## config.mk

```make
export PLATFORM = sky130hd
export DESIGN_NAME = clk_ratio_ctrl
export DESIGN_NICKNAME = d
export VERILOG_FILES = /design/src/rtl/clk_ratio_ctrl_pkg.sv /design/src/rtl/clk_ratio_ctrl_div.sv /design/src/rtl/clk_ratio_ctrl.sv
export SDC_FILE = /design/constraint.sdc
export NUM_CORES = 1
export LEC_CHECK = 0
export CORE_MARGIN = 4
export CORE_UTILIZATION = 43
export CTS_BUF_LIST = sky130_fd_sc_hd__clkbuf_4
export DETAILED_ROUTE_END_ITERATION = 10
export PLACE_DENSITY = 0.79
export REMOVE_ABC_BUFFERS = 1
export SYNTH_ARGS = -nofsm -noshare
export SYNTH_HDL_FRONTEND = slang
export SYNTH_SLANG_ARGS = --single-unit
```

## constraint.sdc

```tcl
create_clock -name pad_clk -period 1.9 [get_ports pad_clk]
set_input_delay 0.19 -clock pad_clk [delete_from_list [all_inputs] [get_ports pad_clk]]
set_output_delay 0.19 -clock pad_clk [all_outputs]
set_load 0.005 [all_outputs]
```

## src/rtl/clk_ratio_ctrl_pkg.sv

```systemverilog
// Shared types and register map for the clock-ratio controller.
package clk_ctrl_pkg;

  localparam int unsigned RATIO_W = 3;

  typedef enum logic [2:0] {
    ST_IDLE,
    ST_WAIT_ACK,
    ST_GATE,
    ST_SETTLE,
    ST_RELEASE
  } state_t;

  localparam logic [3:0] CTRL_OFS   = 4'h0;
  localparam logic [3:0] STATUS_OFS = 4'h4;

  localparam int unsigned STAT_BUSY      = 0;
  localparam int unsigned STAT_TMO       = 1;
  localparam int unsigned STAT_ERR       = 2;
  localparam int unsigned STAT_RATIO_LSB = 4;

endpackage

```

## src/rtl/clk_ratio_ctrl_div.sv

```systemverilog
// Clock-enable divider: one clk_en pulse every ratio+1 cycles.
module clk_en_div
  import clk_ctrl_pkg::*;
(
  input  logic               pad_clk,
  input  logic               clkrst,
  input  logic [RATIO_W-1:0] ratio,
  input  logic               hold,
  input  logic               clr,
  output logic               clk_en
);

  logic [RATIO_W-1:0] cnt;

  // Free-running counter; wraps at ratio, restarts from 0 when held or cleared.
  // Wrapping on >= keeps the period bounded if the ratio ever shrinks mid-count.
  always_ff @(posedge pad_clk) begin
    if (clkrst || hold || clr) begin
      cnt <= '0;
    end else if (cnt >= ratio) begin
      cnt <= '0;
    end else begin
      cnt <= cnt + 1'b1;
    end
  end

  // Pulse on count zero, forced low while held.
  always_comb begin
    clk_en = ~hold & (cnt == '0);
  end

endmodule

```

## src/rtl/clk_ratio_ctrl.sv

```systemverilog
// APB-programmable clock-ratio controller with idle handshake and glitch-free switch.
module clk_ratio_ctrl
  import clk_ctrl_pkg::*;
#(
  parameter int unsigned SETTLE_CYCLES = 8,
  parameter int unsigned ACK_TIMEOUT   = 1024
) (
  input  logic               pad_clk,
  input  logic               clkrst,
  input  logic               psel,
  input  logic               penable,
  input  logic               pwrite,
  input  logic [3:0]         paddr,
  input  logic [31:0]        pwdata,
  output logic [31:0]        prdata,
  output logic               pready,
  output logic               sys_idle_req,
  input  logic               sys_idle_ack,
  output logic               clk_en,
  output logic [RATIO_W-1:0] ratio_cur,
  output logic               busy
);

  localparam logic [15:0] TMO_LAST    = 16'(ACK_TIMEOUT - 1);
  localparam logic [7:0]  SETTLE_LAST = 8'(SETTLE_CYCLES - 1);

  state_t             state;
  logic [RATIO_W-1:0] ratio_tgt;
  logic [15:0]        tmo_cnt;
  logic [7:0]         settle_cnt;
  logic               sts_tmo;
  logic               sts_err;

  logic wr_en;
  logic ctrl_wr;
  logic stat_wr;
  logic start_sw;
  logic div_hold;
  logic div_clr;
  logic unused_pwdata;

  always_comb begin
    wr_en    = psel & penable & pwrite;
    ctrl_wr  = wr_en && (paddr == CTRL_OFS);
    stat_wr  = wr_en && (paddr == STATUS_OFS);
    start_sw = ctrl_wr && (state == ST_IDLE) && (pwdata[RATIO_W-1:0] != ratio_cur);
    div_hold = (state == ST_GATE) || (state == ST_SETTLE);
    div_clr  = (state == ST_SETTLE) && (settle_cnt == SETTLE_LAST);
  end

  assign pready        = 1'b1;
  assign unused_pwdata = ^pwdata[31:RATIO_W];

  // Register file, switch FSM, timeout/settle counters; sticky sets are coded
  // after their W1C clears so a same-cycle set wins.
  always_ff @(posedge pad_clk) begin
    if (clkrst) begin
      state        <= ST_IDLE;
      ratio_tgt    <= '0;
      ratio_cur    <= '0;
      tmo_cnt      <= '0;
      settle_cnt   <= '0;
      sts_tmo      <= 1'b0;
      sts_err      <= 1'b0;
      sys_idle_req <= 1'b0;
      busy         <= 1'b0;
    end else begin
      if (stat_wr && pwdata[STAT_TMO]) sts_tmo <= 1'b0;
      if (stat_wr && pwdata[STAT_ERR]) sts_err <= 1'b0;

      if (ctrl_wr) begin
        if (state == ST_IDLE) ratio_tgt <= pwdata[RATIO_W-1:0];
        else                  sts_err   <= 1'b1;
      end

      case (state)
        ST_IDLE: begin
          if (start_sw) begin
            state        <= ST_WAIT_ACK;
            tmo_cnt      <= '0;
            sys_idle_req <= 1'b1;
            busy         <= 1'b1;
          end
        end
        ST_WAIT_ACK: begin
          if (sys_idle_ack) begin
            state <= ST_GATE;
          end else if (tmo_cnt == TMO_LAST) begin
            state        <= ST_RELEASE;
            sts_tmo      <= 1'b1;
            sys_idle_req <= 1'b0;
          end else begin
            tmo_cnt <= tmo_cnt + 1'b1;
          end
        end
        ST_GATE: begin
          ratio_cur  <= ratio_tgt;
          settle_cnt <= '0;
          state      <= ST_SETTLE;
        end
        ST_SETTLE: begin
          if (settle_cnt == SETTLE_LAST) begin
            state        <= ST_RELEASE;
            sys_idle_req <= 1'b0;
          end else begin
            settle_cnt <= settle_cnt + 1'b1;
          end
        end
        ST_RELEASE: begin
          if (!sys_idle_ack) begin
            state <= ST_IDLE;
            busy  <= 1'b0;
          end
        end
        default: begin
          state        <= ST_IDLE;
          sys_idle_req <= 1'b0;
          busy         <= 1'b0;
        end
      endcase
    end
  end

  // Combinational read mux, zero unless a read is selected.
  always_comb begin
    prdata = '0;
    if (psel && !pwrite) begin
      case (paddr)
        CTRL_OFS: prdata[RATIO_W-1:0] = ratio_tgt;
        STATUS_OFS: begin
          prdata[STAT_BUSY]                     = busy;
          prdata[STAT_TMO]                      = sts_tmo;
          prdata[STAT_ERR]                      = sts_err;
          prdata[STAT_RATIO_LSB +: RATIO_W]     = ratio_cur;
        end
        default: prdata = '0;
      endcase
    end
  end

  clk_en_div u_div (
    .pad_clk (pad_clk),
    .clkrst  (clkrst),
    .ratio   (ratio_cur),
    .hold    (div_hold),
    .clr     (div_clr),
    .clk_en  (clk_en)
  );

endmodule

```

Word-level counts from Yosys, hierarchy flattened

Index checks and enable logic that the tools add are counted.

Flip-flop bits (word level): 40
Logic and storage cells: 91

Add/subtract/negate cells: 3
Magnitude comparators: 1
Equal/unequal tests: 16
Multiplexer cells: 29
Bitwise gates (word level): 6
Reduce and logical (&&, ||, !) cells: 26

Operators with widths:

| kind                    | number |
|---|---|
| $mux W16                | 3 |
| $pmux W16 S2            | 1 |
| $mux W3                 | 6 |
| $add A16 B1 Y16 const B | 1 |
| $eq A16 B10 Y1 const B  | 1 |
| $pmux W8 S2             | 1 |
| $pmux W3 S5             | 1 |
| $mux W1                 | 12 |
| $ne A2 B2 Y1 const B    | 6 |
| $add A8 B1 Y8 const B   | 1 |
| $eq A8 B3 Y1 const B    | 1 |
| $logic_and A1 B1 Y1     | 8 |
| $mux W8                 | 1 |
| $reduce_and A4 Y1       | 2 |
| $mux W7                 | 1 |
| $eq A3 B2 Y1 const B    | 2 |
| $logic_not A3 Y1        | 2 |
| $pmux W3 S2             | 1 |
| $reduce_and A5 Y1       | 1 |
| $eq A4 B3 Y1 const B    | 1 |
| $logic_not A4 Y1        | 1 |
| $pmux W1 S4             | 1 |
| $reduce_and A2 Y1       | 2 |
| $reduce_bool A2 Y1      | 2 |
| other kinds (15)        | 22 |

Logic depth before layout (Yosys ltp)

Gate-level depths: netlist of the first run.

Depth in word-level cells: 8
Gate-level depth with buffers: 7
Gate-level depth less buffers: 6

Hierarchy

Synthesis of the first run repeated with hierarchy kept, for this count alone.

Cell total of the unflattened synthesis: 289
Area, all modules: 2,426.1 µm²

Modules (own cells, without submodules):

| module         | times used | cells an instance | area an instance (µm²) |
|---|---|---|---|
| clk_ratio_ctrl | 1          | 266               | 2,229.6 |
| clk_en_div     | 1          | 23                | 196.4 |

Least setup slack after synthesis of the first run

Ideal clock, no wire load.

Path kind: register -> register
Start: register tmo_cnt[10]
End: register state[2]
Library setup time: 70 ps
Arrival time: 1,851 ps
Data required time: 1,830 ps
Slack: -21 ps
Cell stages (with the launch flop): 6
Path buffers: 0
Cells stage by stage: dfxtp_1 -> or4_4 -> nor4_4 -> nor3_2 -> or4_1 -> a21oi_1

Cells in the longest elaborated chain, start to end: 3

Ends and longest elaborated chain:

| item                        | line                 | RTL |
|---|---|---|
| start, declared             | clk_ratio_ctrl.sv:29 | `logic [15:0] tmo_cnt;` |
| start signal, assigned      | clk_ratio_ctrl.sv:93 | `tmo_cnt <= tmo_cnt + 1'b1;` |
| $eq A16 B10 Y1              | clk_ratio_ctrl.sv:88 | `end else if (tmo_cnt == TMO_LAST) begin` |
| $ne A3 B3 Y1 (no line)      | n/a                  |  |
| $reduce_and A4 Y1 (no line) | n/a                  |  |
| end signal, assigned        | clk_ratio_ctrl.sv:87 | `state <= ST_GATE;` |
| end signal, assigned        | clk_ratio_ctrl.sv:89 | `state <= ST_RELEASE;` |
| end signal, assigned        | clk_ratio_ctrl.sv:99 | `state <= ST_SETTLE;` |
| end, declared               | clk_ratio_ctrl.sv:27 | `state_t state;` |

Every way passes these cells.
A chain may end at the register's enable or synchronous reset.

Worst setup path after layout of the first run

Ends and elaborated chain as after synthesis.

==> results of run 1 <==
Yosys cell counts, types with 8 or more instances:
master,n,area [um^2]
nand4_1,8,50.1
dfxtp_1,40,801
nor2_1,35,131
buf_4,27,203
inv_1,12,45.0
clkbuf_1,11,41.3
mux2i_1,8,80.1
o21ai_0,12,60.1
and3_1,8,50.1
a21oi_1,19,95.1
nand2_1,21,78.8
worst max path at each step:
| stage | start | endpoint | cells past startpoint |
|---|---|---|---|
| after floorplan | state[0] | tmo_cnt[15] | 5 |
| final | tmo_cnt[10] | state[2] | 6 |
| after global placement | paddr[1] | prdata[4] | 6 |
| after CTS | tmo_cnt[5] | state[2] | 6 |
| after global routing | tmo_cnt[10] | state[2] | 6 |
| after detailed placement | paddr[1] | prdata[4] | 6 |
cell type report:
| type | instances | area [um^2] | area share |
|---|---|---|---|
| repair buffers | 69 | 589 | 0.186 |
| multi-input cells | 233 | 1540 | 0.487 |
| flip-flops and latches | 40 | 805 | 0.254 |
| well taps | 70 | 87.6 | 0.0277 |
| clock inverters | 2 | 60.1 | 0.0190 |
| clock buffers | 5 | 37.5 | 0.0119 |
| inverters | 12 | 45.0 | 0.0142 |
flip-flops by register name (all words and copies together) (netlist names):
register,flops
sts_tmo,1
settle_cnt,8
sts_err,1
tmo_cnt,16
sys_idle_req,1
busy,1
state,3
ratio_cur,3
u_div.cnt,3
ratio_tgt,3
timing repair:
action | 4_1_cts | 5_1_grt
gates cloned | 0 | 1
pin swaps | 11 | 7
hold endpoints to repair | 0 | 0
hold buffers | 0 | 0
endpoints found under the setup margin | 24 | 19
gates resized for setup | 27 | 13
buffers inserted | 5 | 1
logic make-up after synthesis:
group / count (synthesis)
other: 2
buffers and inverters: 51
adders and majority gates: 7
and+or+nand+nor: 116
muxes: 9
xor gates and xnor gates: 8
DFF: 40
AOI/OAI and AO/OA: 65
cells in the final DEF, fill, tap and decap left out, types with 3 or more instances in the layout:
| cell | synthesis | final |
|---|---|---|
| nand3_1 | 7 | 6 |
| clkbuf_4 | 0 | 5 |
| nor2_1 | 35 | 34 |
| a41oi_1 | 4 | 3 |
| nand4_1 | 8 | 8 |
| a31oi_1 | 5 | 4 |
| ha_1 | 7 | 7 |
| clkdlybuf4s50_1 | 0 | 17 |
| a21oi_2 | 0 | 3 |
| nor2b_1 | 4 | 3 |
| o21a_1 | 5 | 5 |
| dfxtp_1 | 40 | 37 |
| dfxtp_2 | 0 | 3 |
| xor2_1 | 6 | 6 |
| buf_4 | 27 | 42 |
| nand2_1 | 21 | 21 |
| nor3b_1 | 3 | 3 |
| or3_1 | 5 | 3 |
| a211oi_2 | 0 | 3 |
| nor3_1 | 7 | 6 |
| a311oi_2 | 0 | 4 |
| nor4_1 | 3 | 3 |
| mux2i_1 | 8 | 8 |
| inv_1 | 12 | 12 |
| a211oi_1 | 6 | 3 |
| and3_1 | 8 | 8 |
| o21ai_0 | 12 | 11 |
| dlygate4sd2_1 | 0 | 7 |
| a21oi_1 | 19 | 15 |
| conb_1 | 2 | 27 |
critical path, delay by kind of cell (launching register included):
kind,cells,cell delay (ns)
AO/OA/AOI/OAI,1,0.13
buffers and inverters,1,0.18
flip-flops,1,0.33
AND/OR/NAND/NOR,4,1.32
metrics by stage:
| step | utilization | hold slack, ns | TNS (ns) | worst slack [ns] |
|---|---|---|---|---|
| after floorplan | - | 0.259 | -0.498 | -0.118 |
| after global placement | 0.550 | 0.428 | -1.95 | -0.180 |
| after detailed placement | 0.550 | 0.448 | -2.41 | -0.210 |
| after CTS | 0.587 | 0.476 | -0.171 | -0.0851 |
| after global routing | 0.600 | 0.510 | -1.36 | -0.159 |
| final | 0.600 | 0.472 | -0.430 | -0.120 |
layer usage:
metal | up-vias | part of all wire
met5 | - | 0
li1 | 1143 | -
met4 | 0 | 0.031
met2 | 110 | 0.48
met3 | 26 | 0.076
met1 | 1127 | 0.41
power groups by stage:
stage	registers, mW	clock network, mW	logic [mW]
finish	0.857	0.693	0.255
global route	0.859	0.741	0.274
CTS	0.857	0.707	0.237
detailed placement	0.876	0	0.222
global placement	0.875	0	0.220
floorplan	0.880	0	0.0932
==> results.cfg, run 1 <==
[worst_setup_path]
worstPathCellList = or4_4 -> nor4_4 -> buf_4 -> nor3_4 -> or4_1 -> a21oi_1
worst_setup_path_start_kind = flip-flop
worstRegToRegCells = 6
crit_required_ns = 2.20
worst-path-max-fanout = 8
regToRegStartpoint = tmo_cnt[10]
slowest_stage = or4_4
reg2reg_setup_slack_ns = -0.12
worstSetupPathType = reg -> reg
rr_endpoint = state[2]
cp-end-kind = flip-flop
critPathArrivalTime_ns = 2.32
max_stage_delay_ns = 0.55

[placement]
dp.cells = 419
gp_congestion = 0.833
numPortBuffers = 24
hpwl_um = 4320
placed_area_um2 = 2900

[cts]
cts.sinks = 40
numCtsBuffers = 5
clk_path_buf_depth = 2
clk_latency_ns = 0.36
tritoncts = yes
cts_root_buf = clkbuf_4
cts_max_level = 2
clk_pin_slew_ns = 0.12

[status]
status = complete, but fails checks
failed_checks = setup timing

[logic_synthesis]
synth_cell_type_count = 49
synth_xor_area_frac = 0.0292
synth_ff_type = dfxtp_1
async_flop_share = 0
postSynthCellCount = 298
postSynthAreaPerCell_um2 = 8.07
synth_compound_area_frac = 0.178
synth_top_family_by_area = simple AND/OR/NAND/NOR gates
synth-edff-count = 0
synthSimpleGateAreaFrac = 0.260
synthAdderAreaFrac = 0.0364
syn_area_um2 = 2400
muxShareOfSynthArea = 0.0380
synth_seq_cells = 40
ys_seq_area_frac = 0.333
synth_warnings = 0

[floorplan]
ios = 81
die_w_um = 82.8
die_h_um = 82.8
start_util = 0.456
dieArea_um2 = 6850
rows = 26
coreArea_um2 = 5270

[sta]
slew_viol_final = 0
finalCritPeriodShare = 1.06
rsz0062_at_grt = yes
finalClockSkew_ns = 0.00905
hold_viol_final = 0
relSlewSlack = 0.659
layout_setup_ws_ns = -0.120
layout_min_cycle_time_ns = 2.02
fmax_ghz = 0.495
setup_viol = 10
tightest_slew_ns = 0.507

[grt]
gr-usage-all-layers = 0.186
grt.overflow.total = 0
antenna_found_initial = 0
grtUsageMet2 = 0.325
met1_usage = 0.213
grt_pass1_wl_um = 9700
grt_max_degree = 18
grt_use_met3 = 0.0423
grt_pass1_vias = 2193
busiest_layer = met2

[finish]
fin_cells = 431
final_cell_area_um2 = 3160
num-nets-final = 410
syn2layout_area_growth_pct = 31.6
final_layout_size_suffix_gt1_frac = 0.238
fillCellCount = 438
n_antenna_cell = 0

[drt]
wire_per_inst_um = 14.8
vias = 2406
wl_um = 6370
firstDrtPassIters = 4
drc = 0
drtIter0Drc = 211
ant_nets = 0
avgViaCountPerCell = 5.58

[power_and_ir_drop]
p_switching_mw = 0.440
p_sw_frac = 0.244
power_frac_comb = 0.141
p_int_mw = 1.37
leakagePower_nw = 1.26
vdd_drop_max_uv = 414
power_mw = 1.81
cellPowerDensity_nw_per_um2 = 571
sequentialPowerShare = 0.475
clkPwrFrac = 0.384

[flow_run]
max_cap_violations = 0

[min_path]
hold-path-cell-count = 1
worst_hold_path_type = reg -> reg
hold_end = u_div.cnt[0]
hp-start = u_div.cnt[0]
Note: power is estimated with default switching activity, not from simulation.
==> run 2, diff against run 1 <==
Settings changed: PLACE_DENSITY 0.79 to unset, PLACE_DENSITY_LB_ADDON set to 0.2, TNS_END_PERCENT set to 10.
==> results.cfg, run 2 (synthesis results as in run 1) <==
[finish]
final_layout_size_suffix_gt1_frac = 0.198
seqCellArea_um2 = 803
n_antenna_cell = 0
reg_top3 = tmo_cnt: 16 flops, settle_cnt: 8 flops
utilization = 0.578
fin_cells = 429
syn2layout_area_growth_pct = 26.8
fillCellCount = 490
largest_reg_flops = 16
num-nets-final = 407
largest_register = tmo_cnt
layout_commonest_cell = buf_4
multi_input_area_um2 = 1480
final_cell_mix = buf_4 (41), dfxtp_1 (38), nor2_1 (35)

[placement]
hpwl_um = 4270
dp.cells = 418
gp_congestion = 0.848
numPortBuffers = 24

[floorplan]
coreArea_um2 = 5270
die_w_um = 82.8
die_h_um = 82.8
rows = 26
dieArea_um2 = 6850
ios = 81
start_util = 0.456

[drt]
vias = 2271
avgViaCountPerCell = 5.29
firstDrtPassIters = 4
wl_um = 5830
ant_nets = 0
drtIter0Drc = 125
drc = 0
wire_per_inst_um = 13.6

[sta]
relSlewSlack = 0.637
slew_viol_final = 0
tightest_slew_ns = 0.543
setup_viol = 13
layout_min_cycle_time_ns = 1.99
holdWs_ns = 0.462
finalClockSkew_ns = 0.00715
tns_ns = -0.570
fmax_ghz = 0.502
hold_viol_final = 0
finalCritPeriodShare = 1.05
rsz0062_at_grt = yes
layout_setup_ws_ns = -0.0915

[worst_setup_path]
max_stage_delay_ns = 0.55
worst_setup_path_start_kind = flip-flop
crit_required_ns = 2.17
worstRegToRegCells = 7
critPathArrivalTime_ns = 2.26
worst-path-max-fanout = 8
worstPathCellList = or4_4 -> nor4_4 -> buf_4 -> o22a_4 -> nor2_4 -> buf_6 -> a311oi_2
worstSetupPathType = reg -> reg
cp-end-kind = flip-flop
slowest_stage = or4_4

[cts]
hold_buffers = 0
cts.sinks = 40
clk_path_buf_depth = 2
numCtsBuffers = 5
clk_latency_ns = 0.35
clk_pin_slew_ns = 0.12
cts_max_level = 2
tritoncts = yes
cts_root_buf = clkbuf_4

[grt]
grt_max_degree = 21
grt_pass1_wl_um = 9540
grt_pass1_vias = 2111
antenna_found_initial = 0
grt.overflow.total = 0
gr-usage-all-layers = 0.179

[power_and_ir_drop]
power_mw = 1.52
leakagePower_nw = 1.30
vdd_drop_max_uv = 301
cellPowerDensity_nw_per_um2 = 499

[status]
failed_checks = setup timing
status = complete, but fails checks

[min_path]
hold-path-cell-count = 1
worst_hold_path_type = reg -> reg

[flow_run]
max_cap_violations = 0
-- run 2: through the flow --
step / worst slack (ns) / cell area [um^2]
5_1_grt: -0.178 / 3050
3_3_place_gp: -0.187 / 2880
4_1_cts: -0.0537 / 3020
3_5_place_dp: -0.193 / 2880
6_report: -0.0915 / 3050
2_1_floorplan: -0.118 / 2250
-- run 2: final cells by class --
type | count | area share
Inverter | 12 | 0.0148
Clock inverter | 3 | 0.00452
Tap cell | 70 | 0.0287
Clock buffer | 5 | 0.0123
Timing Repair Buffer | 67 | 0.189
Multi-Input combinational cell | 232 | 0.487
Sequential cell | 40 | 0.264
-- run 2: power by group --
| group | switching, mW | total [mW] | internal, mW | leakage [nW] |
|---|---|---|---|---|
| Combinational | 0.133 | 0.242 | 0.109 | 0.940 |
| Clock | 0.284 | 0.420 | 0.136 | 0.0324 |
| Sequential | 0.00739 | 0.857 | 0.850 | 0.323 |
-- run 2: per-layer routing --
metal | vias up | part of all wire | wire length, um | global-route usage
li1 | 1141 | - | - | -
met1 | 1041 | 0.47 | 2750 | 0.233
met2 | 81 | 0.43 | 2530 | 0.293
met3 | 8 | 0.079 | 463 | 0.0380
met4 | 0 | 0.015 | 89 | 0.0621
met5 | - | 0 | 0 | 0
-- run 2: critical path: cells and delay by family (launching register included) --
kind | cells | cell delay (ns)
buf+inv | 2 | 0.33
flops | 1 | 0.34
simple gates | 3 | 0.84
compound gates | 2 | 0.40
-- run 2: worst paths after layout --
kind	slack, ns	end	start
setup / recovery	-0.09	tmo_cnt[9]	tmo_cnt[10]
hold / removal	0.46	u_div.cnt[0]	u_div.cnt[0]
setup reg to reg	-0.09	tmo_cnt[9]	tmo_cnt[10]
hold reg to reg	0.46	u_div.cnt[0]	u_div.cnt[0]
-- run 2: repair_timing --
item                                    4_1_cts  5_1_grt
cloned                                        0        0
endpoints found under the setup margin       24       23
buffers inserted                              3        0
resized for setup                            21        8
pin swaps                                     7        2
==> run 3, diff against run 2 <==
Settings changed: CORE_ASPECT_RATIO set to 1.5, CORE_MARGIN 4 to 2.
==> results.cfg, run 3 (synthesis results as in run 1) <==
[cts]
cts_root_buf = clkbuf_4
cts_max_level = 2
tritoncts = yes
cts.sinks = 40
clk_path_buf_depth = 2
hold_buffers = 0
clk_pin_slew_ns = 0.14
numCtsBuffers = 5
clk_latency_ns = 0.36

[worst_setup_path]
critPathArrivalTime_ns = 2.25
cp-end-kind = flip-flop
worst_setup_path_start_kind = flip-flop
max_stage_delay_ns = 0.55
critPathLaunch = tmo_cnt[10]
worstSetupPathType = reg -> reg
cp-endpoint = tmo_cnt[9]
worstPathCellList = or4_4 -> nor4_4 -> buf_4 -> o22a_4 -> nor2_2 -> buf_12 -> a311oi_2
crit_required_ns = 2.19
reg2reg_setup_slack_ns = -0.07
worstRegToRegCells = 7
slowest_stage = or4_4
rr_endpoint = tmo_cnt[9]
worst-path-max-fanout = 9
regToRegStartpoint = tmo_cnt[10]

[sta]
setup_viol = 9
tns_ns = -0.288
finalClockSkew_ns = 0.0255
layout_setup_ws_ns = -0.0658
finalCritPeriodShare = 1.03
hold_viol_final = 0
rsz0062_at_grt = yes
fmax_ghz = 0.509
holdWs_ns = 0.466
slew_viol_final = 0
layout_min_cycle_time_ns = 1.97

[grt]
grt_max_degree = 18
grt.overflow.total = 0
grt_pass1_vias = 2192
gr-usage-all-layers = 0.202
grt_pass1_wl_um = 9720
antenna_found_initial = 0

[drt]
drc = 0
vias = 2285
firstDrtPassIters = 4
drtIter0Drc = 139
wl_um = 6000
ant_nets = 0
avgViaCountPerCell = 5.26
wire_per_inst_um = 13.8

[finish]
utilization = 0.575
largest_reg_flops = 16
n_antenna_cell = 0
layout_commonest_cell = buf_4
reg_top3 = tmo_cnt: 16 flops, settle_cnt: 8 flops
fin_cells = 434
largest_register = tmo_cnt
num-nets-final = 412
final_cell_area_um2 = 3130
syn2layout_area_growth_pct = 30.4
final_layout_size_suffix_gt1_frac = 0.225
final_cell_mix = buf_4 (45), dfxtp_1 (38), nor2_1 (35)

[placement]
dp_slack_ns = -0.182
dp.cells = 420
gp_congestion = 0.862
hpwl_um = 4540
numPortBuffers = 24
placed_area_um2 = 2900

[power_and_ir_drop]
cellPowerDensity_nw_per_um2 = 533
power_mw = 1.67
leakagePower_nw = 1.26
vdd_drop_max_uv = 373

[floorplan]
ios = 81
die_h_um = 95.6
start_util = 0.441
coreArea_um2 = 5450
die_w_um = 65.0
dieArea_um2 = 6220
rows = 33

[status]
failed_checks = setup timing
status = complete, but fails checks

[flow_run]
max_cap_violations = 0

[min_path]
worst_hold_path_type = reg -> reg
[run 3: cell count changes in the layout (fill, tap and decap cells not counted), moves of 2 or more]
cell and change:
clkdlybuf4s50_1 +3, clkinv_2 -2, dlymetal6s2s_1 -5, buf_12 +2, nor4b_2 +2, buf_4 +4
dlygate4sd2_1 +2
[run 3: cell type report]
cell class	count	area [um^2]
Multi-Input combinational cell	232	1500
Clock inverter	3	37.5
Timing Repair Buffer	72	621
Inverter	12	45.0
Clock buffer	5	37.5
Fill cell	541	2320
Sequential cell	40	803
Tap cell	70	87.6
[run 3: what timing repair did]
action	in CTS	in global routing
cloned	0	0
buffers inserted	2	4
endpoints found under the setup margin	25	20
pin swaps	11	1
gates resized for setup	21	8
[run 3: layer usage]
layer / track usage / part of all wire / up-vias
li1: - / - / 1146
met2: 0.399 / 0.56 / 32
met1: 0.211 / 0.40 / 1100
met4: 0.0694 / 0.016 / 0
met3: 0.0331 / 0.023 / 7
met5: 0 / 0 / -
[run 3: worst min-delay path by stage]
stage,startpoint,end,slack [ns],cells past startpoint
2_1_floorplan,clkrst,ratio_cur[0],0.26,1
3_3_place_gp,u_div.cnt[0],u_div.cnt[0],0.43,1
3_5_place_dp,u_div.cnt[0],u_div.cnt[0],0.44,1
4_1_cts,u_div.cnt[0],u_div.cnt[0],0.47,1
5_1_grt,u_div.cnt[0],u_div.cnt[0],0.50,1
6_report,u_div.cnt[0],u_div.cnt[0],0.47,1
[run 3: worst max-delay path: cells and delay by family, from the launching register on]
kind	cells	cell delay (ns)
flops	1	0.34
compound gates	2	0.38
buf+inv	2	0.34
simple gates	3	0.85
[run 3: power by group]
part | switching (mW) | internal, mW | leakage, nW | total (mW)
combinational | 0.136 | 0.122 | 0.892 | 0.258
clock | 0.288 | 0.269 | 0.0403 | 0.557
sequential | 0.00733 | 0.850 | 0.323 | 0.857
